<file path="src/rtl/fifo_enqueue_arbiter_pkg.sv">
// Shared constants and types for the FIFO enqueue arbiter and its round-robin core.
package fifo_enqueue_arbiter_pkg;

    localparam int FIFO_ARB_MAX_REQUESTERS = 16;
    localparam int FIFO_ARB_MAX_FIFO_SIZE  = 1024;
    localparam int FIFO_ARB_CREDIT_W       = $clog2(FIFO_ARB_MAX_FIFO_SIZE) + 1;

    typedef logic [FIFO_ARB_CREDIT_W-1:0] fifo_arb_credit_t;

    typedef enum logic [1:0] {
        CREDIT_HOLD,
        CREDIT_TAKE,
        CREDIT_RETURN
    } credit_op_e;

endpackage

</file>
<file path="src/rtl/fifo_enqueue_arbiter_rr_arbiter.sv">
// Round-robin arbiter: searches upward from the lane after the last winner.
module rr_arbiter #(
    parameter int NUM_REQUESTERS = 4
) (
    input  logic                      clk,
    input  logic                      reset_n,
    input  logic [NUM_REQUESTERS-1:0] request,
    input  logic                      update_lru,
    output logic [NUM_REQUESTERS-1:0] grant_oh
);

    localparam int IDX_W = $clog2(NUM_REQUESTERS);

    logic [IDX_W-1:0] last_grant;
    logic [IDX_W-1:0] winner;
    logic [IDX_W-1:0] idx;
    logic             found;

    always_comb begin
        grant_oh = '0;
        winner   = last_grant;
        idx      = '0;
        found    = 1'b0;
        for (int i = 1; i <= NUM_REQUESTERS; i++) begin
            idx = IDX_W'((int'(last_grant) + i) % NUM_REQUESTERS);
            if (!found && request[idx]) begin
                found         = 1'b1;
                grant_oh[idx] = 1'b1;
                winner        = idx;
            end
        end
    end

    // Reset points at the top lane so lane 0 is searched first.
    always_ff @(posedge clk or negedge reset_n) begin
        if (!reset_n) begin
            last_grant <= IDX_W'(NUM_REQUESTERS - 1);
        end else if (update_lru && found) begin
            last_grant <= winner;
        end
    end

endmodule

</file>
<file path="src/rtl/fifo_enqueue_arbiter.sv">
// Credit-tracked round-robin arbiter feeding one sync FIFO write port.
// Optional macro FIFO_ARB_PRIORITY_EN makes lane 0 a strict high-priority lane.
module fifo_enqueue_arbiter
    import fifo_enqueue_arbiter_pkg::*;
#(
    parameter int NUM_REQUESTERS = 4,
    parameter int WIDTH          = 64,
    parameter int FIFO_SIZE      = 4
) (
    input  logic                            clk,
    input  logic                            reset_n,
    input  logic                            flush_en,
    input  logic [NUM_REQUESTERS-1:0]       request,
    input  logic [WIDTH-1:0]                request_data [NUM_REQUESTERS],
    output logic [NUM_REQUESTERS-1:0]       grant_oh,
    output logic                            fifo_enqueue_en,
    output logic [WIDTH-1:0]                fifo_value,
    input  logic                            fifo_dequeue_en,
    output logic [$clog2(FIFO_SIZE):0]      credits
);

    localparam int CW = $clog2(FIFO_SIZE) + 1;

    function automatic fifo_arb_credit_t credit_next(input fifo_arb_credit_t cur,
                                                     input credit_op_e op);
        case (op)
            CREDIT_TAKE:   return cur - fifo_arb_credit_t'(1);
            CREDIT_RETURN: return cur + fifo_arb_credit_t'(1);
            default:       return cur;
        endcase
    endfunction

    logic [CW-1:0]             credits_q;
    logic                      can_grant;
    logic [NUM_REQUESTERS-1:0] rr_req;
    logic [NUM_REQUESTERS-1:0] rr_grant;
    logic [NUM_REQUESTERS-1:0] grant_comb;
    logic                      update_lru;
    logic                      grant_any;
    logic [WIDTH-1:0]          win_data;
    credit_op_e                credit_op;
    logic                      vld_p1;
    logic [WIDTH-1:0]          data_p1;

    assign can_grant = (credits_q != '0) && !flush_en;

`ifdef FIFO_ARB_PRIORITY_EN
    // Lane 0 bypasses the pointer; its wins leave the rotation untouched.
    logic lane0_win;
    assign lane0_win  = can_grant && request[0];
    assign rr_req     = can_grant ? {request[NUM_REQUESTERS-1:1], 1'b0} : '0;
    assign grant_comb = lane0_win ? NUM_REQUESTERS'(1) : rr_grant;
    assign update_lru = !lane0_win;
`else
    assign rr_req     = can_grant ? request : '0;
    assign grant_comb = rr_grant;
    assign update_lru = 1'b1;
`endif

    rr_arbiter #(
        .NUM_REQUESTERS(NUM_REQUESTERS)
    ) u_rr_arbiter (
        .clk       (clk),
        .reset_n   (reset_n),
        .request   (rr_req),
        .update_lru(update_lru),
        .grant_oh  (rr_grant)
    );

    assign grant_oh  = reset_n ? grant_comb : '0;
    assign grant_any = |grant_oh;
    assign credits   = credits_q;

    always_comb begin
        win_data = '0;
        for (int i = 0; i < NUM_REQUESTERS; i++) begin
            if (grant_oh[i]) win_data = win_data | request_data[i];
        end
    end

    // A same-cycle grant and dequeue cancel out.
    always_comb begin
        credit_op = CREDIT_HOLD;
        if (grant_any && !fifo_dequeue_en)      credit_op = CREDIT_TAKE;
        else if (!grant_any && fifo_dequeue_en) credit_op = CREDIT_RETURN;
    end

    always_ff @(posedge clk or negedge reset_n) begin
        if (!reset_n) begin
            credits_q <= CW'(FIFO_SIZE);
        end else if (flush_en) begin
            credits_q <= CW'(FIFO_SIZE);
        end else begin
            credits_q <= CW'(credit_next(fifo_arb_credit_t'(credits_q), credit_op));
        end
    end

    // ---- stage p1: registered enqueue toward the FIFO ----
    always_ff @(posedge clk or negedge reset_n) begin
        if (!reset_n) begin
            vld_p1  <= 1'b0;
            data_p1 <= '0;
        end else begin
            vld_p1 <= grant_any && !flush_en;
            if (grant_any) data_p1 <= win_data;
        end
    end

    assign fifo_enqueue_en = vld_p1;
    assign fifo_value      = data_p1;

`ifndef SYNTHESIS
    a_credit_bound: assert property (@(posedge clk) disable iff (!reset_n)
        credits_q <= CW'(FIFO_SIZE));
    a_no_dequeue_when_empty: assert property (@(posedge clk) disable iff (!reset_n)
        (fifo_dequeue_en && !flush_en) |-> (credits_q != CW'(FIFO_SIZE)));
`endif

endmodule

</file>
<file path="config.mk">
export PLATFORM = sky130hd
export DESIGN_NAME = fifo_enqueue_arbiter
export DESIGN_NICKNAME = d
export VERILOG_FILES = /design/src/rtl/fifo_enqueue_arbiter_pkg.sv /design/src/rtl/fifo_enqueue_arbiter_rr_arbiter.sv /design/src/rtl/fifo_enqueue_arbiter.sv
export SDC_FILE = /design/constraint.sdc
export NUM_CORES = 1
export LEC_CHECK = 0
export CORE_MARGIN = 5
export CORE_UTILIZATION = 30
export DETAILED_ROUTE_END_ITERATION = 16
export PLACE_DENSITY = 0.74
export SLEW_MARGIN = 20
export SYNTH_ARGS = -nofsm -noshare
export SYNTH_HDL_FRONTEND = slang
export SYNTH_SLANG_ARGS = --single-unit
</file>
<file path="constraint.sdc">
create_clock -name clk -period 5.1 [get_ports clk]
set_clock_uncertainty 0.2 [all_clocks]
set_input_delay 0.765 -clock clk [delete_from_list [all_inputs] [get_ports clk]]
set_output_delay 0.765 -clock clk [all_outputs]
set_load 0.1 [all_outputs]
</file>
==> results by group, run 1 <==
Critical path
  – Crit path DAT: 3810 ps
  – Critical path cell sequence: inv_1 -> ha_1 -> mux4_2 -> or4b_4 -> nor4_4 -> a221o_2 -> buf_4 -> buf_12
  – Crit Path Max Fanout: 36
  – Critical path origin: u_rr_arbiter.last_grant[0]
  – WP data required: 4140 ps
  – WS Path Type: flop to output pin
  – Crit end category: output pin
  – Max incr delay on CP: 690 ps
  – FF-to-FF Start: u_rr_arbiter.last_grant[0]
  – Critical path buffers and inverters: 3
  – Slowest-stage cell, CP: dfstp_2
  – Kind of start point of the critical path: flop
  – Top Family by Delay on Critical Path: simple AND/OR/NAND/NOR gates

CTS
  – Root Buffer Master: clkbuf_16
  – CTS tree: yes
  – Num CTS Buffers: 9
  – H-tree depth: 3
  – Clk sinks: 70
  – Worst skew pair latency: 330 ps
  – Worst-path clk slew: 50 ps
  – # hold bufs at CTS: 0
  – Clk buf depth: 2
  – Setup bufs post-CTS: 0
  – Post-cts resize count: 0

Job
  – Max-cap viol count: 0

Cells and area
  – Layout cell share with drive strength beyond 1: 5.89%
  – Nets: 1033
  – Ant. Diodes: 0
  – Layout Area Growth over Synthesis: 87.6%
  – Final instance count without filler cells: 944
  – Most frequent cells in the layout: 330 x clkdlybuf4s50_1, 128 x a22oi_1, 70 x nor2_1
  – Most common cell after layout, fill and taps aside: clkdlybuf4s50_1

STA
  – Relative slew slack: 30.2%
  – Slew Limit Fails: 0
  – Min Tclk post-route: 4780 ps
  – Fin. Hold Viols: 0
  – RSZ-0062 raised after global routing: no
  – Transition time of the tightest slew-check pin: 1040 ps
  – FMAX: 209 MHz
  – Final Setup Violations: 0
  – Post-route setup TNS: 0 ps
  – Final cycle utilization of the critical path: 93.7%

Route
  – Vias/cell: 5.50
  – Post-Route WL: 19300 µm
  – Post-DR wirelength/cell: 20.4 µm
  – Initial DRC count: 328
  – Vias: 5188
  – DRC: 0
  – Drt pass-1 iters: 5
  – Detail Route Antenna Nets: 0

Global routing
  – GRT overflow: 0
  – Vias in the first global route: 5302
  – Initial antenna violation count: 0
  – First-pass GRT wire length: 28800 µm
  – Pin count of the biggest net entering global routing: 71
  – Tot GR Track Use: 22.1%

Pwr
  – Max VDD drop: 0.487 mV
  – Pleak: 2.92 nW
  – Power Density: 784 nW/µm²

Logic synthesis
  – Ys Warns: 0
  – Synthesized area: 4260 µm²
  – Average size of a mapped cell: 9.49 µm²
  – Seq cells post-synth: 70
  – Syn Nets: 722
  – Synth cell types: 39
  – Main synth FF type: dfrtp_1
  – Number of synthesized flops with an enable pin: 0
  – Seq/Total Area, Yosys: 41.2%
  – Synth async-reset ratio: 100%
  – Cells after synthesis: 449

Floorplanning
  – Die area: 16700 µm²
  – Core area: 13900 µm²
  – Starting Density: 30.7%
  – # rows: 43
  – IO Count: 336
  – Die height: 129 µm
  – Die Span X: 129 µm

Worst hold path
  – Class of the worst hold path: input pin to asynchronous set/reset pin

Placed design
  – PortBufs: 335
  – HPWL after DPL: 15200 µm
  – Dpl cells: 929
  – GP Congestion: 0.881

Run status
  – Outcome: complete, no violations
[cells in the mapped netlist (3+ instances only)]
cell	count	area (µm²)
inv_1	4	15.0
a31oi_1	66	413
nand4_1	3	18.8
mux2i_1	6	60.1
nor3_1	3	15.0
clkbuf_1	5	18.8
and2_1	3	18.8
dfstp_2	3	78.8
nor2b_1	4	25.0
nor2_1	70	263
mux4_2	3	67.6
nand2_1	5	18.8
a221o_1	4	40.0
buf_2	33	165
a22oi_1	128	961
o21ai_0	6	30.0
buf_6	6	67.6
ha_1	8	100
dfrtp_1	67	1680
[through the flow]
stage          setup WS, ps  cell area (µm²)  hold WS (ps)  utilization (%)  power, mW
3_3_place_gp            605             7710           334             55.5       5.59
5_1_grt                 121             8000           211             57.6       6.60
3_5_place_dp            447             7710           342             55.5       5.67
4_1_cts                 307             8000           188             57.6       6.32
2_1_floorplan           446             4260           269                -       4.54
6_report                322             8000           181             57.6       6.27
[sequential cells by signal (all words and copies together) (netlist names)]
name and cells:
credits 3, fifo_enqueue_en 1, u_rr_arbiter.last_grant 2, fifo_value 64
[worst paths after layout]
path	to	slack, ps	cells past startpoint
worst max-delay path	grant_oh[3]	320	8
worst min-delay path	fifo_enqueue_en	180	1
worst max register to register	credits[2]	800	13
worst min register to register	fifo_value[12]	350	2
max in group asynchronous	fifo_value[15]	3620	2
min in group clk	fifo_value[12]	350	2
[cell families (layout without fill, tap and decap cells)]
group | after synthesis | after routing | share of synthesized area, %
compound gates | 207 | 207 | 34.4
simple gates | 100 | 100 | 11.0
flops | 70 | 70 | 41.2
buf+inv | 50 | 365 | 6.52
mux | 11 | 11 | 3.52
fa+ha+maj | 9 | 9 | 2.82
xor+xnor | 2 | 2 | 0.587
[report_power, final]
| group | internal [mW] | leakage, nW | switching, mW |
|---|---|---|---|
| Combinational | 1.27 | 1.95 | 3.31 |
| Sequential | 0.891 | 0.827 | 0.183 |
| Clock | 0.387 | 0.141 | 0.231 |
| Total | 2.55 | 2.92 | 3.72 |
[area by class of cell]
class / instances / area, µm²
repair buffers: 346 / 3470
inverters: 4 / 15.0
clock inverters: 4 / 47.5
fillers: 1179 / 5880
multi-input cells: 329 / 2240
well taps: 180 / 225
clock buffers: 11 / 243
flip-flops and latches: 70 / 1760
[routing by layer]
layer	up-vias	GRT usage (%)	routed length (µm)
met5	-	0	0
met4	0	7.91	601
met3	45	6.97	1940
met2	284	39.4	9880
met1	2474	24.7	6840
li1	2385	-	-
No activity file was read; power rests on OpenSTA's default activity.
==> inputs of run 2 (changes only) <==
--- a/config.mk
+++ b/config.mk
@@ -8,7 +8,9 @@
 export CORE_MARGIN = 5
 export CORE_UTILIZATION = 30
 export DETAILED_ROUTE_END_ITERATION = 16
+export GPL_ROUTABILITY_DRIVEN = 0
 export PLACE_DENSITY = 0.74
+export SKIP_LAST_GASP = 1
 export SLEW_MARGIN = 20
 export SYNTH_ARGS = -nofsm -noshare
 export SYNTH_HDL_FRONTEND = slang
==> results of run 2 <==
Same layout as run 1: the final DEF is identical, and so are final timing and power.
==> inputs of run 3 (changes only) <==
==> constraint.sdc (replaced) <==
create_clock -name clk -period 5.19 [get_ports clk]
set_clock_uncertainty 0.2 [all_clocks]
set_input_delay 0.7785 -clock clk [delete_from_list [all_inputs] [get_ports clk]]
set_output_delay 0.7785 -clock clk [all_outputs]
set_load 0.1 [all_outputs]
==> run 3 against run 2 <==
Critical path depth unchanged. Sequential power about the same. Global-route usage is 0.45 points lower. Sequential share of layout area down 0.12 points. Via count is 0.66% lower. Utilization rose by 0.31 points. Design area rose by 0.53%. Count of clock-buffer cells in the layout fell by 2. Clock power is 14% higher. Worst setup slack improved by 100 ps. Wire length decreased by 0.50%. Hold slack improved by 35 ps. Critical endpoint unchanged. Largest cell class unchanged.
==> results by group, run 3 (synthesized netlist as in run 1, its figures left out) <==
Critical path
  – WS Path Type: flop to output pin
  – Max incr delay on CP: 710 ps
  – Critical path cell sequence: inv_1 -> ha_1 -> mux4_2 -> or4b_4 -> nor4_4 -> a221o_2 -> buf_4 -> buf_12
  – Kind of start point of the critical path: flop
  – WP data required: 4210 ps
  – Critical path buffers and inverters: 3
  – Top Family by Delay on Critical Path: simple AND/OR/NAND/NOR gates
  – Crit path DAT: 3790 ps
  – Crit Path Max Fanout: 36
  – Slowest-stage cell, CP: dfstp_2
  – Crit end category: output pin

Route
  – Vias/cell: 5.45
  – Initial DRC count: 300
  – Post-DR wirelength/cell: 20.3 µm
  – Detail Route Antenna Nets: 0
  – DRC: 0
  – Drt pass-1 iters: 6
  – Vias: 5154
  – Post-Route WL: 19200 µm

Cells and area
  – Most common cell after layout, fill and taps aside: clkdlybuf4s50_1
  – Max FFs per register: 64
  – Most frequent cells in the layout: 330 x clkdlybuf4s50_1, 128 x a22oi_1, 70 x nor2_1
  – Layout Area Growth over Synthesis: 88.6%
  – Nets: 1032
  – Final instance count without filler cells: 945
  – Final Core Density: 57.9%
  – Fin area: 8040 µm²
  – Layout cell share with drive strength beyond 1: 6.02%

Global routing
  – First-pass GRT wire length: 28500 µm
  – Initial antenna violation count: 0
  – Vias in the first global route: 5317
  – Tot GR Track Use: 21.6%
  – GRT overflow: 0
  – Pin count of the biggest net entering global routing: 73

Placed design
  – Dpl cells: 928
  – PortBufs: 335
  – Area after DPL: 7700 µm²
  – HPWL after DPL: 14900 µm

Pwr
  – Power, Total: 6.25 mW
  – Pleak: 2.94 nW
  – Max VDD drop: 0.584 mV
  – Power Density: 777 nW/µm²

STA
  – FMAX: 210 MHz
  – Transition time of the tightest slew-check pin: 1030 ps
  – RSZ-0062 raised after global routing: no
  – Relative slew slack: 30.8%
  – Final cycle utilization of the critical path: 91.8%
  – Min Tclk post-route: 4770 ps
  – Slew Limit Fails: 0
  – Final Setup Violations: 0
  – Fin. Hold Viols: 0
  – Post-route setup TNS: 0 ps

CTS
  – Worst skew pair latency: 320 ps
  – Clk sinks: 70
  – H-tree depth: 3
  – Num CTS Buffers: 9
  – Worst-path clk slew: 60 ps
  – Setup bufs post-CTS: 0
  – Clk buf depth: 2
  – CTS tree: yes
  – Root Buffer Master: clkbuf_16
  – # hold bufs at CTS: 0
  – Post-cts resize count: 0

Floorplanning
  – Starting Density: 30.7%
  – Die Span X: 129 µm
  – Core area: 13900 µm²
  – Die height: 129 µm
  – # rows: 43
  – Die area: 16700 µm²
  – IO Count: 336

Worst hold path
  – Class of the worst hold path: input pin to asynchronous set/reset pin

Run status
  – Outcome: complete, no violations

Job
  – Max-cap viol count: 0
run 3: through the flow:
stage / hold slack (ps) / worst slack [ps]
floorplan: 283 / 523
global placement: 335 / 662
detailed placement: 343 / 523
CTS: 224 / 393
global route: 241 / 237
finish: 216 / 425
run 3: report_power, final:
part	total, mW	internal (mW)	switching, mW
combinational	4.48	1.24	3.23
clock	0.704	0.467	0.237
sequential	1.06	0.876	0.189
total	6.25	2.59	3.66
run 3: cell type report:
type                    instances  area [µm²]
well taps                     180         225
fillers                      1201        5840
multi-input cells             329        2240
diodes                          1        2.50
flip-flops and latches         70        1760
repair buffers                345        3470
inverters                       4        15.0
clock inverters                 7         113
clock buffers                   9         225
run 3: worst paths after layout:
kind | from | end | slack [ps] | cells after the start
hold / removal | reset_n | credits[1] | 220 | 1
setup reg to reg | u_rr_arbiter.last_grant[0] | credits[0] | 760 | 10
hold reg to reg | fifo_value[63] | fifo_value[63] | 350 | 2
setup / recovery | u_rr_arbiter.last_grant[0] | grant_oh[3] | 420 | 8
min in group clk | fifo_value[63] | fifo_value[63] | 350 | 2
max in group asynchronous | reset_n | u_rr_arbiter.last_grant[0] | 3680 | 2
run 3: per-layer routing:
| metal | GRT usage, % | vias up | part of all wire (%) |
|---|---|---|---|
| met3 | 5.23 | 41 | 9.7 |
| met4 | 7.66 | 0 | 3.0 |
| met5 | 0 | - | 0 |
| li1 | - | 2387 | - |
| met1 | 25.3 | 2422 | 37 |
| met2 | 38.5 | 304 | 51 |
